File: config.mk
export PLATFORM = sky130hd
export DESIGN_NAME = program_loader
export DESIGN_NICKNAME = d
export VERILOG_FILES = /design/src/rtl/program_loader.sv
export SDC_FILE = /design/constraint.sdc
export NUM_CORES = 1
export LEC_CHECK = 0
export BUFFER_PORTS_ARGS = -buffer_cell sky130_fd_sc_hd__buf_2
export CAP_MARGIN = 40
export CORE_AREA = 2 2 96 88
export DETAILED_ROUTE_END_ITERATION = 12
export DIE_AREA = 0 0 98 90
export GPL_TIMING_DRIVEN = 0
export PLACE_DENSITY = 0.86
export RECOVER_POWER = 100
export SETUP_SLACK_MARGIN = 0.02
export SYNTH_ARGS = -nofsm -noshare
export SYNTH_HDL_FRONTEND = slang
export SYNTH_SLANG_ARGS = --single-unit
File: constraint.sdc
create_clock -name clk -period 5.8 [get_ports clk]
set_input_delay 1.16 -clock clk [delete_from_list [all_inputs] [get_ports clk]]
set_output_delay 1.16 -clock clk [all_outputs]
set_load 0.01 [all_outputs]
File: src/rtl/program_loader.sv
// rtl/program_loader.sv - length-prefixed byte stream to 32-bit instruction memory loader
module program_loader #(
    parameter int ADDR_WIDTH = 10
) (
    input  logic        clk,
    input  logic        rst,
    input  logic        start,
    input  logic        byte_valid,
    input  logic [7:0]  byte_data,
    output logic        byte_ready,
    output logic        imem_write_en,
    output logic [31:0] imem_write_addr,
    output logic [31:0] imem_write_data,
    output logic        core_rst_n,
    output logic        busy,
    output logic        done,
    output logic        error,
    output logic [15:0] word_count
);

    localparam logic [2:0] S_IDLE   = 3'd0;
    localparam logic [2:0] S_LEN_HI = 3'd1;
    localparam logic [2:0] S_LEN_LO = 3'd2;
    localparam logic [2:0] S_DATA   = 3'd3;
    localparam logic [2:0] S_WRITE  = 3'd4;
    localparam logic [2:0] S_RUN    = 3'd5;
    localparam logic [2:0] S_ERROR  = 3'd6;

    // Widened by one bit so a full-depth program (len == 2**ADDR_WIDTH) compares cleanly.
    localparam logic [16:0] MAX_LEN = 17'(1) << ADDR_WIDTH;

    logic [2:0]  state;
    logic [15:0] len_q;
    logic [31:0] sr;
    logic [1:0]  byte_idx;
    logic [15:0] count_q;

    logic        xfer;
    logic [15:0] len_next;
    logic [15:0] count_next;
    logic        len_bad;

    assign xfer       = byte_valid && byte_ready;
    assign len_next   = {len_q[15:8], byte_data};
    assign count_next = count_q + 16'd1;
    assign len_bad    = (len_next == 16'd0) || ({1'b0, len_next} > MAX_LEN);

    always_ff @(posedge clk) begin
        if (rst) begin
            state    <= S_IDLE;
            len_q    <= 16'd0;
            sr       <= 32'd0;
            byte_idx <= 2'd0;
            count_q  <= 16'd0;
        end else begin
            case (state)
                S_IDLE, S_RUN: begin
                    if (start) begin
                        state   <= S_LEN_HI;
                        count_q <= 16'd0;
                    end
                end
                S_LEN_HI: begin
                    if (xfer) begin
                        len_q[15:8] <= byte_data;
                        state       <= S_LEN_LO;
                    end
                end
                S_LEN_LO: begin
                    if (xfer) begin
                        len_q[7:0] <= byte_data;
                        byte_idx   <= 2'd0;
                        count_q    <= 16'd0;
                        state      <= len_bad ? S_ERROR : S_DATA;
                    end
                end
                S_DATA: begin
                    if (xfer) begin
                        sr       <= {sr[23:0], byte_data};
                        byte_idx <= byte_idx + 2'd1;
                        if (byte_idx == 2'd3) begin
                            state <= S_WRITE;
                        end
                    end
                end
                S_WRITE: begin
                    count_q <= count_next;
                    state   <= (count_next == len_q) ? S_RUN : S_DATA;
                end
                S_ERROR: begin
                    if (start) begin
                        state <= S_LEN_HI;
                    end
                end
                default: state <= S_IDLE;
            endcase
        end
    end

    // Every output is a decode of registered state; the word index doubles as word_count.
    assign byte_ready      = (state == S_LEN_HI) || (state == S_LEN_LO) || (state == S_DATA);
    assign imem_write_en   = (state == S_WRITE);
    assign imem_write_addr = imem_write_en ? 32'({count_q[ADDR_WIDTH-1:0], 2'b00}) : 32'd0;
    assign imem_write_data = imem_write_en ? sr : 32'd0;
    assign core_rst_n      = (state == S_RUN);
    assign busy            = byte_ready || imem_write_en;
    assign done            = (state == S_RUN);
    assign error           = (state == S_ERROR);
    assign word_count      = count_q;

endmodule
==> out/metrics.csv <==
stage,metric,value,unit
placement,DP Wirelength,7631,um
global_route,GRT Overall Usage,23.55,%
global_route,vias in the first global route,3601,
setup_path,critical path class,reg2out,
setup_path,"Largest delay share family, worst path",buffers and inverters,
setup_path,"critical path fanouts, max",10,
setup_path,WP data arrival,2.54,ns
cells_and_area,Layout Nets,639,
yosys,Post-synth EDFFs,0,
setup_path,worst-path cell chain,clkbuf_1 -> inv_1 -> nand3_1 -> clkinv_1 -> clkbuf_1 -> and2_0 -> buf_2,
pwr,Net Sw Frac,34.95,%
timing,Final Max Tran Viols,0,
setup_path,Worst path max stage delay,0.41,ns
yosys,ys async rst share,0,%
cts,CTS sink cnt,69,
min_path,Worst Hold Class,reg2reg,
setup_path,CP Capture Type,primary output,
timing,setup TNS,0,ns
timing,clock skew,0.008609,ns
die,chip width,98,um
routing,DRC,0,
timing,post-route minimum period,3.702,ns
cells_and_area,n_diodes,0,
global_route,initial antenna violation count,0,
cts,buffer depth of the longest clock path,2,
pwr,part of the power in registers,43.2,%
pwr,leak pwr,1.733,nW
pwr,Comb pwr share,26.0,%
die,Die ar.,0.008820,sq mm
yosys,ys flop type,dfxtp_1,
yosys,sequential fraction of the synthesis area,36.18,%
cts,CTS Root Cell,clkbuf_8,
timing,endpoints failing setup,0,
setup_path,CP startpoint kind,flip-flop,
setup_path,cell repeated most along the worst path,clkbuf_1,
yosys,cell count after synthesis,519,
pwr,overall power,1.193,mW
setup_path,"Req. time, crit path",4.64,ns
global_route,pin count of the biggest net entering global routing,14,
yosys,Seq cells post-synth,69,
routing,DR WL/cell,14.29,um
timing,Worst Tran Pin Value,0.8632,ns
pwr,Cell Pwr Density,264.1,mW/mm^2
cts,post_cts resized,0,
cts,CTS tree,built,
routing,First-pass DRT Iterations,5,
routing,antenna-violating nets left,0,
die,Die Span Y,90,um
cts,Worst-path clk slew,0.08,ns
global_route,first-pass GRT wire length,17080,um
routing,via count,3961,
die,Cell Rows,31,
cells_and_area,final core utilization,57.37,%
run,max-cap violation count,0,
timing,final period utilization,63.82,%
global_route,gr ovfl total,0,
cts,H-tree depth,3,
cts,CTS Hold Bufs,0,
cts,TritonCTS Buffers,9,
cts,setup bufs post-CTS,0,
pwr,Int Pwr,776.0,uW
pwr,NetSw,417.0,uW
routing,Initial DRC Count,296,
pwr,Max IR drop VDD,138.4,uV
placement,GP Congestion,0.9370,
yosys,cell area after synthesis,0.003817,sq mm
yosys,Synthesis Warnings,0,
cells_and_area,"non-filler cells, final",729,
cells_and_area,share of cells above drive strength 1,13.97,%
pwr,clock group share of total power,30.7,%
placement,# placed instances,713,
cts,Worst-Skew Late Latency,0.36,ns
placement,PortBufs,74,
die,starting density of the core,48.48,%
run_status,status,"finished, final reports clean",
yosys,syn avg cell area,7.355,sq um
timing,unrepaired setup endpoints after global routing,false,
cells_and_area,Layout area overhead,18.32,%
timing,Max Freq,270.1,MHz
setup_path,CP bufs+invs,5,
routing,final wirelength,10420,um
timing,final hold viol count,0,
die,core footprint,0.007874,sq mm
die,# IOs,98,
yosys,Netlist cell types,50,
setup_path,highest-delay cell along the critical path,clkbuf_1,
routing,Vias per Instance,5.433,
timing,slew margin rel.,42.01,%
## through the flow
stage | cell area [sq um] | hold slack (ns) | setup slack [ns]
3_3_place_gp | 4390 | 0.4409 | 2.792
6_report | 4517 | 0.4578 | 2.098
4_1_cts | 4576 | 0.4587 | 2.380
2_1_floorplan | 3896 | 0.4317 | 3.335
5_1_grt | 4517 | 0.4809 | 1.915
3_5_place_dp | 4390 | 0.4478 | 2.766
## power by group through the flow
stage               sequential [mW]  clock, mW  combinational, mW
detailed placement            0.526          0              0.305
global placement              0.525          0              0.295
global route                  0.518      0.390              0.343
finish                        0.516      0.367              0.311
floorplan                     0.520          0              0.228
CTS                           0.515      0.367              0.308
## registers in the layout, summed over array words and instances, names as in the netlist
name,cells
byte_idx,2
len_q,16
sr,32
state,3
word_count,16
## routing by layer
metal	vias to the layer above	global-route usage, %	share of wire, %
met2	203	37.33	46
met3	23	4.432	8.2
met4	0	9.722	2.3
li1	1928	-	-
met5	-	0	0
met1	1807	31.48	44
## kinds of logic after synthesis
logic type | synth area share [%]
AO/OA/AOI/OAI | 17.37
XOR/XNOR | 4.589
adder cells (fa/ha/maj) | 0.9176
buffers and inverters | 9.407
flip-flops | 36.18
multiplexers | 0.2622
other | 0.09823
AND/OR/NAND/NOR | 31.17
## cell usage in the layout (no fill, tap or decap), drive strengths merged, types with 4 or more instances in the layout
cell / synthesis / routed
xnor2: 15 / 15
xor2: 5 / 5
a31oi: 5 / 5
inv: 5 / 6
nand4: 4 / 4
and2: 43 / 43
or3: 9 / 9
buf: 35 / 66
nor4: 6 / 6
dfxtp: 69 / 69
conb: 1 / 22
o21ai: 18 / 18
nand3: 11 / 11
and3: 4 / 4
nor2: 29 / 29
a21oi: 73 / 73
nand2: 111 / 111
clkbuf: 25 / 78
a21o: 4 / 4
nor3: 11 / 11
clkinv: 1 / 5
## area by class of cell
class	count	area, sq um
timing repair buffer	74	320.3
clock inverter	6	47.55
multi-input combinational	405	2151
tap	99	123.9
sequential	69	1381
clock buffer	10	137.6
inverter	6	22.52
fill	734	3357
buffer	60	332.8
## cell usage after synthesis (all sizes together), types with 6 or more instances
| cell type | n | area [sq um] |
|---|---|---|
| dfxtp | 69 | 1381 |
| or3 | 9 | 56.30 |
| o21ai | 18 | 90.09 |
| buf | 35 | 242.7 |
| nor3 | 11 | 55.05 |
| clkbuf | 25 | 93.84 |
| nor4 | 6 | 37.54 |
| xnor2 | 15 | 131.4 |
| and2 | 43 | 269.0 |
| nor2 | 29 | 113.9 |
| nand3 | 11 | 60.06 |
| a21oi | 73 | 365.4 |
| nand2 | 111 | 416.7 |
## worst register-to-register path: stages (launching register included)
cell     delay (ns)
dfxtp_1        0.50
ha_1           0.33
nand3_1        0.26
nor2_1         0.47
a31oi_1        0.13
or4_1          0.48
o31a_1         0.32
## final timing paths
check / from / end / slack, ns / cells after the start
hold / removal: sr[26]$_SDFFE_PP0P_ / sr[26]$_SDFFE_PP0P_ / 0.46 / 2
hold reg to reg: sr[26]$_SDFFE_PP0P_ / sr[26]$_SDFFE_PP0P_ / 0.46 / 2
setup / recovery: state[1]$_SDFFE_PP0P_ / imem_write_data[31] / 2.10 / 7
setup reg to reg: word_count[0]$_SDFFE_PP0P_ / state[1]$_SDFFE_PP0P_ / 3.20 / 6
(Power assumes the default switching activity.)
